`config.mk`:
```
export PLATFORM = sky130hd
export DESIGN_NAME = fetch_issue
export DESIGN_NICKNAME = d
export VERILOG_FILES = /design/src/rtl/zimbo_isa_pkg.sv /design/src/rtl/next_pc_sel.sv /design/src/rtl/fetch_issue.sv
export SDC_FILE = /design/constraint.sdc
export NUM_CORES = 1
export LEC_CHECK = 0
export CORE_MARGIN = 1.5
export CORE_UTILIZATION = 29
export CTS_BUF_LIST = sky130_fd_sc_hd__clkbuf_16
export CTS_CLUSTER_DIAMETER = 80
export DETAILED_ROUTE_END_ITERATION = 8
export HOLD_SLACK_MARGIN = 0.05
export PLACE_DENSITY_LB_ADDON = 0.2
export SYNTH_ARGS = -nofsm -noshare
export SYNTH_HDL_FRONTEND = slang
export SYNTH_SLANG_ARGS = --single-unit
```
`constraint.sdc`:
```
create_clock -name clock -period 1.75 [get_ports clock]
set_input_delay 0.35 -clock clock [delete_from_list [all_inputs] [get_ports clock]]
set_output_delay 0.35 -clock clock [all_outputs]
set_load 0.01 [all_outputs]
```
`src/rtl/zimbo_isa_pkg.sv`:
```
`default_nettype none
// ============================================================================
// Module   : zimbo_isa_pkg
// Purpose  : Shared ISA definitions for the instruction-side fetch/issue unit:
//            opcode constants, instruction field bit positions and the fetch
//            state encoding.
// Revision : 1.0 - initial release
// ============================================================================
package zimbo_isa_pkg;

  // Opcode constants (ir[15:11])
  localparam logic [4:0] OP_NOP      = 5'b00000;
  localparam logic [4:0] OP_HLT      = 5'b11111;
  localparam logic [4:0] OP_BEQ      = 5'b10100;
  localparam logic [4:0] OP_BNE      = 5'b10101;
  localparam logic [4:0] OP_BLT      = 5'b10110;
  // Jumps are any opcode matching 110xx
  localparam logic [4:0] OP_JMP_PAT  = 5'b11000;
  localparam logic [4:0] OP_JMP_MASK = 5'b11100;

  // Instruction field bit positions
  localparam int unsigned OPC_MSB = 15;
  localparam int unsigned OPC_LSB = 11;
  localparam int unsigned RD_MSB  = 10;
  localparam int unsigned RD_LSB  = 8;
  localparam int unsigned IMM_MSB = 7;
  localparam int unsigned IMM_LSB = 0;
  localparam int unsigned FN_MSB  = 2;
  localparam int unsigned FN_LSB  = 0;

  // Fetch state encoding
  typedef enum logic [2:0] {
    ST_FETCH     = 3'd0,
    ST_WAIT      = 3'd1,
    ST_ISSUE     = 3'd2,
    ST_HALTED    = 3'd3,
    ST_STEP_WAIT = 3'd4
  } fetch_state_e;

  function automatic logic is_jmp(input logic [4:0] op);
    return (op & OP_JMP_MASK) == OP_JMP_PAT;
  endfunction

endpackage
`default_nettype wire

```
`src/rtl/next_pc_sel.sv`:
```
`default_nettype none
// ============================================================================
// Module   : next_pc_sel
// Purpose  : Combinational next-PC selection. Priority: jump (zero-extended
//            imm8), then branch (pc + sign-extended imm8, modulo 2^AW), then
//            pc + 1 (wrapping).
// Ports    : i_pc      - current PC
//            i_imm8    - 8-bit immediate from the instruction
//            i_jump    - take jump
//            i_branch  - take branch
//            o_next_pc - selected next PC
// Revision : 1.0 - initial release
// ============================================================================
module next_pc_sel #(
  parameter int AW = 8
) (
  input  logic [AW-1:0] i_pc,
  input  logic [7:0]    i_imm8,
  input  logic          i_jump,
  input  logic          i_branch,
  output logic [AW-1:0] o_next_pc
);

  logic [AW-1:0] w_zext;
  logic [AW-1:0] w_sext;

  // Fit the 8-bit immediate to the PC width; replication counts of zero are
  // avoided by splitting on AW.
  generate
    if (AW > 8) begin : g_wide
      assign w_zext = {{(AW-8){1'b0}}, i_imm8};
      assign w_sext = {{(AW-8){i_imm8[7]}}, i_imm8};
    end else if (AW == 8) begin : g_exact
      assign w_zext = i_imm8;
      assign w_sext = i_imm8;
    end else begin : g_narrow
      assign w_zext = i_imm8[AW-1:0];
      assign w_sext = i_imm8[AW-1:0];
    end
  endgenerate

  always_comb begin
    o_next_pc = i_pc + AW'(1);
    if (i_jump) begin
      o_next_pc = w_zext;
    end else if (i_branch) begin
      o_next_pc = i_pc + w_sext;
    end
  end

endmodule
`default_nettype wire

```
`src/rtl/fetch_issue.sv`:
```
`default_nettype none
// ============================================================================
// Module   : fetch_issue
// Purpose  : Instruction fetch/issue unit. Owns the PC, fetches 16-bit words
//            from synchronous memory into the instruction register, presents
//            decoded fields to control, holds them across multi-cycle ops,
//            computes the next PC, detects HLT and counts retirements.
//            Optional macro FETCH_STEP_EN adds a single-step wait state
//            (STEP_WAIT) after every retire, released by step_exe.
// Ports    : clock/reset            - clock, synchronous active-high reset
//            mem_addr/mem_rd_req    - fetch address and read strobe
//            mem_rdata              - read data, valid one cycle after strobe
//            pc_en/ctrl_more        - retire = pc_en & ~ctrl_more in ISSUE
//            jump/branch            - next-PC selection controls
//            step_exe               - single-step pulse (FETCH_STEP_EN only)
//            opcode/func/rdest/imm8 - instruction register fields
//            instr                  - full instruction register
//            ins_valid/halted       - ISSUE / HALTED status
//            pc/retire_cnt          - current PC, retired-instruction count
// Revision : 1.0 - initial release
// ============================================================================
module fetch_issue
  import zimbo_isa_pkg::*;
#(
  parameter int            AW       = 8,
  parameter int            IW       = 16,
  parameter logic [AW-1:0] RESET_PC = '0
) (
  input  logic          clock,
  input  logic          reset,
  output logic [AW-1:0] mem_addr,
  output logic          mem_rd_req,
  input  logic [IW-1:0] mem_rdata,
  input  logic          pc_en,
  input  logic          ctrl_more,
  input  logic          jump,
  input  logic          branch,
  input  logic          step_exe,
  output logic [4:0]    opcode,
  output logic [2:0]    func,
  output logic [2:0]    rdest,
  output logic [7:0]    imm8,
  output logic [IW-1:0] instr,
  output logic          ins_valid,
  output logic [AW-1:0] pc,
  output logic          halted,
  output logic [15:0]   retire_cnt
);

  fetch_state_e  r_state;
  fetch_state_e  w_next_state;
  logic [AW-1:0] r_pc;
  logic [IW-1:0] r_ir;
  logic [15:0]   r_retire_cnt;
  logic [AW-1:0] w_next_pc;
  logic          w_retire;

`ifndef FETCH_STEP_EN
  logic w_unused_step;
  assign w_unused_step = step_exe;
`endif

  assign w_retire = (r_state == ST_ISSUE) && pc_en && !ctrl_more;

  next_pc_sel #(
    .AW (AW)
  ) u_next_pc_sel (
    .i_pc      (r_pc),
    .i_imm8    (r_ir[IMM_MSB:IMM_LSB]),
    .i_jump    (jump),
    .i_branch  (branch),
    .o_next_pc (w_next_pc)
  );

  always_ff @(posedge clock) begin
    if (reset) begin
      r_state      <= ST_FETCH;
      r_pc         <= RESET_PC;
      r_ir         <= '0;
      r_retire_cnt <= '0;
    end else begin
      r_state <= w_next_state;
      if (r_state == ST_WAIT) begin
        r_ir <= mem_rdata;
      end
      if (w_retire) begin
        r_pc         <= w_next_pc;
        r_retire_cnt <= r_retire_cnt + 16'd1;
      end
    end
  end

  always_comb begin
    w_next_state = r_state;
    case (r_state)
      ST_FETCH: w_next_state = ST_WAIT;
      ST_WAIT:  w_next_state = ST_ISSUE;
      ST_ISSUE: begin
        if (w_retire) begin
`ifdef FETCH_STEP_EN
          w_next_state = ST_STEP_WAIT;
`else
          w_next_state = ST_FETCH;
`endif
        end else if (r_ir[OPC_MSB:OPC_LSB] == OP_HLT) begin
          w_next_state = ST_HALTED;
        end
      end
      ST_HALTED: w_next_state = ST_HALTED;
`ifdef FETCH_STEP_EN
      // Only a pulse seen while already waiting releases the step.
      ST_STEP_WAIT: begin
        if (step_exe) begin
          w_next_state = ST_FETCH;
        end
      end
`endif
      default: w_next_state = ST_FETCH;
    endcase
  end

  // Status strobes are forced low while reset is held so the reset values
  // are visible before the first clock edge of reset is even applied.
  assign mem_addr   = r_pc;
  assign mem_rd_req = (r_state == ST_FETCH) && !reset;
  assign ins_valid  = (r_state == ST_ISSUE) && !reset;
  assign halted     = (r_state == ST_HALTED) && !reset;
  assign pc         = r_pc;
  assign retire_cnt = r_retire_cnt;
  assign instr      = r_ir;
  assign opcode     = r_ir[OPC_MSB:OPC_LSB];
  assign rdest      = r_ir[RD_MSB:RD_LSB];
  assign imm8       = r_ir[IMM_MSB:IMM_LSB];
  assign func       = r_ir[FN_MSB:FN_LSB];

endmodule
`default_nettype wire
```
---- After elaboration in Yosys (flattened, before gate mapping) ----
Index checks and enable logic that the tools add are counted.
word-level totals
  output and inout bits ................... 70
  bits in writable memories ............... 0
  bits of input ports ..................... 23
  flip-flop bits (word level) ............. 43
  latch bits .............................. 0
  logic and storage cells ................. 25
  ROM bits ................................ 0
  memories kept ........................... 0
cells by class
  eq/ne operators ......................... 5
  order comparisons ....................... 0
  div/mod/pow operators ................... 0
  add/sub/neg operators ................... 3
  multiply operators ...................... 0
  reductions and logical operators ........ 8
  shift-type cells ........................ 0
  bitwise logic cells ..................... 0
  multiplexer cells ....................... 5
operator list
  operator                                       count
  adder 16 x 1 -> 16 bit, second input constant  1
  two-way mux 8 bit                              2
  case mux 3 bit (4 select lines)                1
  adder 8 x 1 -> 8 bit, second input constant    1
  adder 8 bit                                    1
  == test 3 x 2 -> 1 bit, second input constant  2
  two-way mux 3 bit                              2
  == test 5 bit, second input constant           1
  logical AND 1 bit                              5
  == test 3 x 1 -> 1 bit, second input constant  1
  logical NOT 3 bit                              1
  != test 3 x 2 -> 1 bit, second input constant  1
  logical NOT 1 bit                              2

---- Logic depth before layout (Yosys ltp) ----
  depth after elaboration ................. 5
  depth in mapped cells ................... 9
  gate-level depth less buffers ........... 9

---- Modules after synthesis ----
From an unflattened synthesis, not the netlist that was laid out.
unflattened totals
  cells, all modules ...................... 294
  area total of the unflattened synthesis .. 2303.5 µm²
by module, submodules not included
  module       area each (µm²)  cells each  times used  sequential area each (µm²)
  fetch_issue  1883.1           233         1           840.8
  next_pc_sel  420.4            61          1           0.0

---- Worst setup path after synthesis ----
No wires, ideal clock.
  path type ............................... register to register
  start point ............................. register r_ir[0] (netlist: instr[0])
  end point ............................... register r_pc[4] (netlist: mem_addr[4])
  library setup time ...................... 0.078 ns
  required time ........................... 1.672 ns
  cell stages (with the launch flop) ...... 10
  clock period less this slack ............ 2.007 ns
  path slack .............................. -0.257 ns
  arrival ................................. 1.929 ns
  buffers on the path ..................... 0
  cells stage by stage .................... dfxtp_1 -> nand2b_1 -> ha_1 -> inv_1 -> fa_1 -> nor2b_1 -> o21a_1 -> nor3_1 -> o311a_1 -> nor3_1
between the ends
  word-level cells in the longest chain between the ends .. 3
RTL lines
  item                      RTL line           source
  start: declaration        fetch_issue.sv:53  logic [IW-1:0] r_ir;
  start signal: assignment  fetch_issue.sv:84  r_ir <= mem_rdata;
  adder 8 bit               next_pc_sel.sv:47  o_next_pc = i_pc + w_sext;
  two-way mux 8 bit         next_pc_sel.sv:46  end else if (i_branch) begin
  two-way mux 8 bit         next_pc_sel.sv:44  if (i_jump) begin
  end signal: assignment    fetch_issue.sv:87  r_pc <= w_next_pc;
  end: declaration          fetch_issue.sv:52  logic [AW-1:0] r_pc;
Every way passes these cells.
A chain may end at the register's enable or synchronous reset.

---- Worst setup path after layout ----
  start point ............................. register r_ir[0] (netlist: instr[0])
  end point ............................... register r_pc[6] (netlist: mem_addr[6])
Same word-level chain as after synthesis.

==> metrics <==
GRT Total Usage 15.2%; Clk pin slew, worst setup/hold paths 60 ps; clk root buf clkbuf_16; worst hold path type reg -> reg; Mapped Area 2330 sq um; post-synth top area share 36.1%; critical path, cell by cell nand2b_4 > ha_4 > inv_2 > fa_2 > nor2b_2 > o21a_1 > o21ai_1 > a311o_1 > nor3_1; initial antenna violation count 0; CTS tree yes; Synth Warn # 0; Crit Path Max Fanout 4; DP Area 3400 sq um; Slowest-stage cell, CP fa_2; # hold bufs at CTS 0; met3 usage 4.35%; Via density 4.66; final wirelength 6480 microns; syn avg cell area 8.08 sq um; post-route setup TNS -483 ps; P_leak 0.00147 uW; RD Place Congestion 0.791; commonest cells in the netlist 45 x nand2_1, 42 x dfxtp_1, 29 x nor2_1, 28 x buf_4, 21 x a21oi_1; register bit total from synthesis 42; CP arrival 2130 ps; failing checks setup timing; row cnt 32; met2 GRT Util 24.1%; Final Hold Violating Endpoints 0; Die Area 8570 sq um; asr flop ratio synth 0%; routed via count 2265; diode count 0; Max Transition Viols Final 0; Core Area 7730 sq um; syn nets 320; CP Buf/Inv Count 1; Max-cap violations 0; area added between synthesis and finish 60.6%; CP Class reg -> reg; GR peak layer met2; final setup fails 4; met1 track demand over resource 20.2%; total grt overflow 0; fraction of layout cells with a size suffix above 1 21.6%; CTS Sinks 42; first-pass GRT wire length 10500 microns; final clock skew 4.73 ps; largest net degree at the start of global routing 32; Worst Max-Slew Pin Slew 361 ps; Die Wd 92.6 microns; PD cells 668 nW/um^2; EDFF count, synth 0; average wire per standard cell 13.3 microns; total CTS buffers 5; Slew HR 75.9%; status finished with violations; Top FF cell, synth dfxtp_1; # IOs 93; largest area contributor in the netlist dfxtp_1; fin nets 415; Starting DRT DRC Count 78; Worst Setup Start Kind flip-flop; post-route setup slack -172 ps; register area share after synthesis 36.1%; Critical Path Max Stage Delay 350 ps; CTS Buffer Depth 2; Synth cell types 46; DP HPWL 4500 microns; starting density of the core 30.1%; vias in the first global route 2174; worst vdd ir 0.392 mV; post-route ant nets 0; clock period minus final worst setup slack 1920 ps; cell with the most instances after synthesis nand2_1; crit share post-route 110%; Required @ worst endpoint 1960 ps; H-Tree Depth 2; top area cells in the synthesized netlist dfxtp_1 36%, buf_4 9.0%, nand2_1 7.3%; DRC violations left 0; Critical Path End Type flip-flop; Finished Cell Area 3740 sq um; latest clock arrival within the worst-skew pair 290 ps; RSZ-0062 raised after global routing true; Gate Count Post-Synth 288; port bufs 91; Pre-antenna DRT Iters 4; crit-path leading delay family compound AO/OA/AOI/OAI gates; die height 92.6 microns; fmax 0.520 GHz
## kinds of logic (layout without fill, tap and decap cells)
family	after synthesis	count (layout)	synth area share (%)
fa+ha+maj	9	9	5.16
xor+xnor	14	14	5.27
flops	42	42	36.1
compound gates	43	43	11.9
simple gates	130	130	27.5
mux	4	4	1.78
buf+inv	46	142	12.2
## timing repair
item,CTS,global route
pin swaps,8,13
setup buffers,2,1
resized for setup,22,23
setup endpoints to repair,15,16
## layout by cell type (no fill, tap or decap), types with 2 or more instances in the layout
master and count:
xor2_1 10, nor2_2 2, nand4_1 3, buf_4 37
and2_1 3, ha_4 5, a21oi_1 21, nand2b_1 3
dlymetal6s2s_1 2, nor2b_1 3, xnor2_1 4, clkdlybuf4s50_1 84
or2b_1 2, nor2_1 27, clkbuf_16 5, nor4_4 2
o211a_1 2, and2_4 2, dfxtp_2 5, and3_1 3
and4_1 2, nor3b_1 2, nand2_1 44, nor3_2 3
nor3_1 9, o21a_1 2, mux2i_1 3, nand3_1 8
buf_6 2, inv_2 2, o21ai_1 2, ha_1 3
inv_1 3, a21o_1 2, dfxtp_1 36, dlygate4sd2_1 4
a211oi_2 4
## final cells by class
| class | count | area, sq um |
|---|---|---|
| repair buffers | 130 | 1210 |
| clock buffers | 5 | 125 |
| flip-flops and latches | 42 | 851 |
| fillers | 729 | 3990 |
| well taps | 102 | 128 |
| multi-input cells | 200 | 1400 |
| inverters | 4 | 15.0 |
| clock inverters | 3 | 16.3 |
## per-stage QoR
step                      util [%]  power, uW  worst slack, ps  std cells  hold slack, ps
after floorplan                  -       1310            -85.9        288             476
after CTS                     46.7       2480             -139        485             478
after global placement        44.0       1560             -804        475             463
after global routing          48.3       2600             -231        486             503
final                         48.3       2490             -172        486             481
after detailed placement      44.0       1560             -889        475             466
## power breakdown
part	internal (uW)	leakage, uW	switching [uW]	total, uW
logic	295	0.00105	235	530
clock network	524	0.0000730	398	922
registers	999	0.000344	42.5	1040
total	1820	0.00147	675	2490
## final timing paths
check	from	depth (start not counted)	slack [ps]	endpoint
worst max-delay path	instr[0]	9	-170	mem_addr[6]
worst max register to register	instr[0]	9	-170	mem_addr[6]
worst min register to register	instr[9]	2	480	instr[9]
worst min-delay path	instr[9]	2	480	instr[9]
## routing by layer
| metal | share of wire [%] | vias up |
|---|---|---|
| met5 | 0 | - |
| li1 | - | 1142 |
| met3 | 5.1 | 7 |
| met1 | 49 | 1055 |
| met2 | 45 | 61 |
| met4 | 0.97 | 0 |
## flip-flops by register name, indices dropped and copies added, names as in the netlist
signal	count
retire_cnt	16
instr	16
r_state	2
mem_addr	8
## worst reg2reg max path, cell delays in order, from the launching register on
cell and delay, ps:
dfxtp_4 340, nand2b_4 120, ha_4 130, inv_2 30, fa_2 350, nor2b_2 150, o21a_1 210, o21ai_1 90
a311o_1 310, nor3_1 120
Power figures use the tool's default switching activity.
